$ cat config.mk
export PLATFORM = sky130hd
export DESIGN_NAME = mem_fetch_sequencer
export DESIGN_NICKNAME = d
export VERILOG_FILES = /design/src/rtl/mem_fetch_sequencer.sv
export SDC_FILE = /design/constraint.sdc
export NUM_CORES = 1
export LEC_CHECK = 0
export ABC_CLOCK_PERIOD_IN_PS = 9600
export BUFFER_PORTS_ARGS = -buffer_cell sky130_fd_sc_hd__buf_4
export CAP_MARGIN = 0
export CELL_PAD_IN_SITES_DETAIL_PLACEMENT = 0
export CELL_PAD_IN_SITES_GLOBAL_PLACEMENT = 1
export CORE_AREA = 2 2 71 73
export DETAILED_ROUTE_END_ITERATION = 8
export DIE_AREA = 0 0 73 75
export PLACE_DENSITY_LB_ADDON = 0.15
export SYNTH_ARGS = -nofsm -noshare
export SYNTH_HDL_FRONTEND = slang
export SYNTH_SLANG_ARGS = --single-unit
$ cat constraint.sdc
create_clock -name clk -period 9.6 [get_ports clk]
set_input_delay 2.88 -clock clk [delete_from_list [all_inputs] [get_ports clk]]
set_output_delay 2.88 -clock clk [all_outputs]
set_load 0.02 [all_outputs]
$ cat src/rtl/mem_fetch_sequencer.sv
// mem_fetch_sequencer: fetch/decode/execute core of the 8-bit microprocessor.
// Reads a combinational 16x8 memory, runs LDA/ADD/SUB/OUT/HLT against an
// accumulator and hands OUT results to a consumer over valid/ready.

// Accumulator adder shared by ADD and SUB; SUB is acc + ~b + 1 so carry=1
// means "no borrow".
module mem_fetch_alu #(
  parameter int DATA_W = 8
) (
  input  logic              sub,
  input  logic [DATA_W-1:0] a,
  input  logic [DATA_W-1:0] b,
  output logic [DATA_W-1:0] y,
  output logic              co,
  output logic              z
);
  logic [DATA_W-1:0] bx;
  logic [DATA_W:0]   sum;

  // Single adder; invert operand and inject carry-in for subtraction
  always_comb begin
    bx  = sub ? ~b : b;
    sum = {1'b0, a} + {1'b0, bx} + {{DATA_W{1'b0}}, sub};
    y   = sum[DATA_W-1:0];
    co  = sum[DATA_W];
    z   = (sum[DATA_W-1:0] == '0);
  end
endmodule

module mem_fetch_sequencer #(
  parameter int                ADDR_W   = 4,
  parameter int                DATA_W   = 8,
  parameter logic [ADDR_W-1:0] PC_RESET = '0
) (
  input  logic              clk,
  input  logic              rst,
  input  logic              run,
  output logic [ADDR_W-1:0] mem_addr,
  input  logic [DATA_W-1:0] mem_data,
  output logic [DATA_W-1:0] out_data,
  output logic              out_valid,
  input  logic              out_ready,
  output logic [DATA_W-1:0] acc,
  output logic [ADDR_W-1:0] pc,
  output logic              zero_flag,
  output logic              carry_flag,
  output logic              halted
);

  // The opcode nibble is fixed at 4 bits, so the word must be operand + 4.
  if (DATA_W != ADDR_W + 4) begin : g_bad_width
    $error("mem_fetch_sequencer: DATA_W must equal ADDR_W+4");
  end

  typedef enum logic [1:0] {
    S_FETCH,
    S_EXEC,
    S_OUT_WAIT,
    S_HALT
  } state_t;

  typedef struct packed {
    logic [3:0]        op;
    logic [ADDR_W-1:0] operand;
  } instr_t;

  localparam logic [3:0] OP_LDA = 4'h0;
  localparam logic [3:0] OP_ADD = 4'h1;
  localparam logic [3:0] OP_SUB = 4'h2;
  localparam logic [3:0] OP_OUT = 4'hE;
  localparam logic [3:0] OP_HLT = 4'hF;

  state_t            state;
  instr_t            ir;
  logic [DATA_W-1:0] alu_y;
  logic              alu_c;
  logic              alu_z;

  // Memory is addressed by pc only while fetching; otherwise by the operand
  // of the held instruction (this also covers OUT_WAIT and HALT).
  always_comb begin
    mem_addr = (state == S_FETCH) ? pc : ir.operand;
  end

  mem_fetch_alu #(.DATA_W(DATA_W)) u_alu (
    .sub (ir.op == OP_SUB),
    .a   (acc),
    .b   (mem_data),
    .y   (alu_y),
    .co  (alu_c),
    .z   (alu_z)
  );

  // Sequencer FSM and all architectural registers; run=0 freezes everything
  // except reset, which wins unconditionally.
  always_ff @(posedge clk) begin
    if (rst) begin
      state      <= S_FETCH;
      pc         <= PC_RESET;
      ir         <= '0;
      acc        <= '0;
      out_data   <= '0;
      out_valid  <= 1'b0;
      zero_flag  <= 1'b0;
      carry_flag <= 1'b0;
      halted     <= 1'b0;
    end else if (run) begin
      case (state)
        S_FETCH: begin
          ir    <= instr_t'(mem_data);
          pc    <= pc + ADDR_W'(1);
          state <= S_EXEC;
        end
        S_EXEC: begin
          state <= S_FETCH;
          case (ir.op)
            OP_LDA: begin
              acc       <= mem_data;
              zero_flag <= (mem_data == '0);
            end
            OP_ADD, OP_SUB: begin
              acc        <= alu_y;
              carry_flag <= alu_c;
              zero_flag  <= alu_z;
            end
            OP_OUT: begin
              out_data  <= acc;
              out_valid <= 1'b1;
              state     <= S_OUT_WAIT;
            end
            OP_HLT: begin
              halted <= 1'b1;
              state  <= S_HALT;
            end
            default: ;
          endcase
        end
        S_OUT_WAIT: begin
          if (out_valid && out_ready) begin
            out_valid <= 1'b0;
            state     <= S_FETCH;
          end
        end
        S_HALT: ;
        default: state <= S_FETCH;
      endcase
    end
  end

endmodule

Word level (Yosys, flattened, before mapping)
Index checks and enable logic that the tools add are counted.
{"block": "totals", "reg_bits": 34, "latch_bits": 0, "ramBits": 0, "mem_bits_ro": 0, "out_inout_bits": 28, "mem_count": 0}
{"block": "classes", "add_sub_neg": 3, "mul": 0, "div": 0, "n_lt_le_gt_ge": 0, "n_eq_ne": 8, "shift": 0, "muxes": 10, "n_bitwise": 1, "reduce_logical": 16}
{"cell": "$logic_not 8->1", "count": 2}
{"cell": "$pmux 8 s2", "count": 1}
{"cell": "$reduce_and 3->1", "count": 5}
{"cell": "$add 8x8->9", "count": 1}
{"cell": "$add 9x1->9", "count": 1}
{"cell": "$eq 4x4->1 const B", "count": 2}
{"cell": "$mux 8", "count": 1}
{"cell": "$not 8->8", "count": 1}
{"cell": "$pmux 2 s3", "count": 1}
{"cell": "$add 4x1->4 const B", "count": 1}
{"cell": "$eq 4x1->1 const B", "count": 1}
{"cell": "$eq 4x2->1 const B", "count": 1}
{"cell": "$logic_not 4->1", "count": 1}
{"cell": "$mux 4", "count": 1}
{"cell": "$ne 2x2->1 const B", "count": 2}
{"cell": "$pmux 1 s2", "count": 2}
{"cell": "$pmux 2 s2", "count": 1}
{"cell": "$reduce_and 4->1", "count": 1}
{"cell": "$reduce_bool 2->1", "count": 2}
{"cell": "$reduce_bool 3->1", "count": 1}
{"cell": "$eq 2x1->1 const B", "count": 1}
{"cell": "$eq 2x2->1 const B", "count": 1}
{"cell": "$logic_not 2->1", "count": 1}
{"cell": "$mux 1", "count": 2}
{"cell": "4 further kinds", "count": 4}

Depth between registers and ports, before layout
{"block": "logic_depth", "depth_word": 6, "mapped_depth": 12, "mapped_depth_nobuf": 10}

Hierarchy
Synthesis repeated with hierarchy kept, for this count alone.
{"block": "unflattened", "cells_unflattened": 246, "area_unflattened_um2": 2120.8}
{"module": "mem_fetch_sequencer", "n_inst": 1, "cells_per_inst": 188, "area_each_um2": 1667.8, "seq_area_each_um2": 680.7}
{"module": "mem_fetch_alu", "n_inst": 1, "cells_per_inst": 58, "area_each_um2": 452.9, "seq_area_each_um2": 0.0}

Worst setup path before layout
OpenSTA, ideal clock, no wires.
{"block": "synth_timing", "kind": "input port to flip-flop", "from": "in mem_data[0]", "to": "reg zero_flag", "setup_time_ps": 91, "arrival_ps": 5097, "t_required_ps": 9509, "slack_ps": 4412, "path_stages": 9, "path_buffers": 1, "cell_sequence": "buf_4 mux2i_1 fa_1 nand3b_1 nand2_1 xor2_1 or4_1 or4b_1 a311oi_1"}
{"block": "synth_between", "elab_chain_cells": 6, "elab_cells_between_ends": 7}
{"element": "start, declared", "line": "39", "text": "input logic [DATA_W-1:0] mem_data,"}
{"element": "$not 8->8", "line": "22", "text": "bx = sub ? ~b : b;"}
{"element": "$mux 8", "line": "22"}
{"element": "$add 8x8->9", "line": "23", "text": "sum = {1'b0, a} + {1'b0, bx} + {{DATA_W{1'b0}}, sub};"}
{"element": "$add 9x1->9", "line": "23"}
{"element": "$logic_not 8->1", "line": "26", "text": "z = (sum[DATA_W-1:0] == '0);"}
{"element": "$pmux 1 s2 *", "line": "116", "text": "case (ir.op)"}
{"element": "end signal, assigned", "line": "119", "text": "zero_flag <= (mem_data == '0);"}
{"element": "end signal, assigned", "line": "124", "text": "zero_flag <= alu_z;"}
{"element": "end, declared", "line": "45", "text": "output logic zero_flag,"}
Every way passes the cells marked *; elsewhere a longest branch is shown, timed or not.
A chain may end at the register's enable or synchronous reset.

Worst setup path in the final report
{"block": "layout_timing", "from": "in mem_data[1]", "to": "reg zero_flag"}
Same word-level chain as after synthesis.

==> results by group <==
Power and ir drop
  – Peak VDD IR: 0.0730 mV
  – Leakage: 1.06 nW
  – Power Total: 344 uW
  – Pwr Density: 142 mW/mm2

Die
  – Die area: 0.00548 mm2
  – Die Ht: 75 um
  – Die X: 73 um
  – # rows: 25
  – Initial Utilization: 43.5%
  – Io pins: 40
  – Core Area: 0.00466 mm2

Global routing
  – Largest net degree at the start of global routing: 35
  – Total track usage: 19.3%
  – Initial antenna violation count: 0
  – Vias in the first global route: 1579
  – First-pass GRT wire length: 7990 um
  – Gr ovfl total: 0

Synthesis
  – EDFF count, synth: 0
  – Primary FF master, synth: dfxtp_1
  – Cell area after synthesis: 0.00203 mm2
  – Mapped Avg Cell Area: 8.48 um2
  – Synth Net Count: 266
  – Synth Register Bits: 34
  – Yosys warnings: 0
  – Async S/R FF share, synth: 0%
  – Seq/Total Area, Yosys: 33.6%
  – Cells after Synth: 239
  – Synth cell types: 42

Min path
  – Hold Path Depth: 2
  – Hold Crit Start: ir[3]
  – Hold-critical path endpoint: ir[3]
  – HP Class: register to register

STA
  – Slew headroom: 27.9%
  – Period Utilization, post-route: 54.0%
  – RSZ-0062 raised after global routing: false
  – Worst slew pin tran: 1.08 ns
  – Hold Fails Final Rpt: 0
  – Min Tclk post-route: 5.19 ns
  – Fmax: 193 MHz
  – Final setup vio count: 0
  – Clock skew: 0.00440 ns
  – Hold_ws: 0.458 ns
  – Slew Limit Fails: 0
  – Total Neg Setup Slack: 0 ns

Detailed routing
  – WL per Instance: 15.1 um
  – Residual DRC count: 0
  – Pre-antenna DRT Iters: 4
  – Post-route antenna net violation count: 0
  – Final WL: 4910 um
  – Vias: 1787
  – Number of DRC markers in iteration 0: 76
  – Via density: 5.48

Final layout
  – Area growth, synth to finish: 19.1%
  – Core Util, Final: 51.8%
  – Storage cell area: 681 um2
  – Antenna cells: 0
  – Footprint of the multi-input gates: 0.00125 mm2
  – Nets: 298
  – Fill count: 474
  – Cell area after layout: 0.00241 mm2
  – Layout cells sized above 1: 19.5%

Clock network
  – Root buffer cell: clkbuf_8
  – CTS clock-pin slew for the worst setup and hold paths: 0.07 ns
  – Post-CTS Setup Repair Bufs: 0
  – CTS buffer count: 5
  – CTS sink count: 34
  – Hold-fix buffers at CTS: 0
  – Longest Clk Path Bufs: 2
  – Resized cells post-CTS: 0
  – Clock Latency Late Sink: 0.29 ns
  – Htree depth: 2
  – TritonCTS clock tree: yes

Place
  – DP HPWL: 3510 um
  – IO Port Bufs: 39
  – Routability Congestion: 0.843
  – Placed cell area: 0.00232 mm2

Run status
  – Status: complete, no violations

Critical path
  – R2R Path End: zero_flag
  – Worst EP arrival: 5.39 ns
  – WS Path Type: primary input to register
  – WP data required: 9.81 ns
  – Worst reg-to-reg path cell count: 10
  – Reg-to-reg critical path startpoint: ir[4]
  – Crit-path max FO: 4
  – Crit path launch type: primary input
  – Worst setup EP type: register
  – Reg-to-reg slack, setup: 5.91 ns

Run
  – Total of max-cap violations: 0
[worst max-delay path by stage]
stage	from	end	slack, ns	cells after the start
4_1_cts	mem_data[1]	zero_flag	4.42	10
6_report	mem_data[1]	zero_flag	4.41	10
3_3_place_gp	mem_data[1]	zero_flag	4.16	10
5_1_grt	mem_data[1]	zero_flag	4.17	10
2_1_floorplan	mem_data[0]	zero_flag	4.41	9
3_5_place_dp	mem_data[1]	zero_flag	4.13	10
[critical path: stages]
cell and delay, ns:
buf_4 0.13, xor2_1 0.19, inv_1 0.08, fa_1 0.42, nand3b_1 0.19, nand2_1 0.14
xor2_1 0.09, or4_1 0.54, or4b_1 0.48, a311oi_1 0.26
[metrics by stage]
step / cells / setup slack [ns]
2_1_floorplan: 239 / 4.41
3_3_place_gp: 318 / 4.16
3_5_place_dp: 318 / 4.13
6_report: 326 / 4.41
5_1_grt: 326 / 4.17
4_1_cts: 326 / 4.42
[cell families (layout without fill, tap and decap cells)]
group                    after synthesis  count (layout)  share of synthesized area (%)
buffers and inverters                 21              54                           4.69
AO/OA/AOI/OAI                         50              50                           15.7
multiplexers                          15              15                           7.66
XOR/XNOR                              16              16                           6.92
flip-flops                            34              34                           33.6
AND/OR/NAND/NOR                       88              88                           21.8
adder cells (fa/ha/maj)               15              15                           9.64
[Yosys cell counts, types with 2 or more instances]
library cell,instances,area (um2)
dfxtp_1,34,681
nand2_1,34,128
a21oi_1,25,125
nor2_1,23,86.3
ha_1,14,175
xor2_1,13,114
mux2i_1,11,110
clkbuf_1,10,37.5
inv_1,7,26.3
nand3_1,5,25.0
o221ai_1,5,43.8
a21o_1,4,30.0
and4_1,4,35.0
mux2_2,4,45.0
nand2b_1,3,18.8
nand4_1,3,18.8
nor3_1,3,15.0
o21ai_0,3,15.0
xnor2_1,3,26.3
a2111oi_0,2,17.5
a211oi_1,2,15.0
a311oi_1,2,17.5
a31oi_1,2,12.5
and3b_1,2,17.5
buf_4,2,15.0
nand3b_1,2,15.0
nor4_1,2,12.5
[layout make-up]
cell class              instances  share of cell area, %
flip-flops and latches         34                   28.2
well taps                      54                   2.80
clock buffers                   6                   3.42
multi-input cells             184                   51.8
repair buffers                 39                   12.1
inverters                       7                   1.09
clock inverters                 2                  0.519
[flip-flops by register name, indices dropped and copies added, names as in the netlist]
signal / cells
acc: 8
ir: 8
out_data: 8
pc: 4
state: 2
carry_flag: 1
halted: 1
out_valid: 1
zero_flag: 1
[layout by cell type, fill, tap and decap left out, types with 2 or more instances in the layout]
| master | n |
|---|---|
| nand3_1 | 5 |
| nor3_1 | 3 |
| dfxtp_1 | 34 |
| a21o_1 | 4 |
| nand4_1 | 3 |
| o21ai_0 | 3 |
| xor2_1 | 13 |
| and4_1 | 4 |
| clkbuf_8 | 6 |
| a2111oi_0 | 2 |
| and3b_1 | 2 |
| a31oi_1 | 2 |
| nor2_1 | 23 |
| a311oi_1 | 2 |
| buf_4 | 39 |
| nand2b_1 | 3 |
| nor4_1 | 2 |
| o221ai_1 | 5 |
| mux2i_1 | 11 |
| xnor2_1 | 3 |
| nand3b_1 | 2 |
| a21oi_1 | 25 |
| nand2_1 | 34 |
| a211oi_1 | 2 |
| mux2_2 | 4 |
| ha_1 | 14 |
| inv_1 | 7 |
[per-layer routing]
metal  vias up  global-route usage, %  routed length (um)
li1        911                      -                   -
met1       828                   29.0                2540
met2        40                   27.0                2100
met3         8                   3.75                 185
met4         0                   7.41                  76
met5         -                      0                   0
[power by group]
part           internal [mW]  switching [mW]
Sequential             0.146         0.00659
Clock                 0.0576          0.0553
Combinational         0.0319          0.0458
Total                  0.236           0.108
Note: power is estimated with default switching activity, not from simulation.
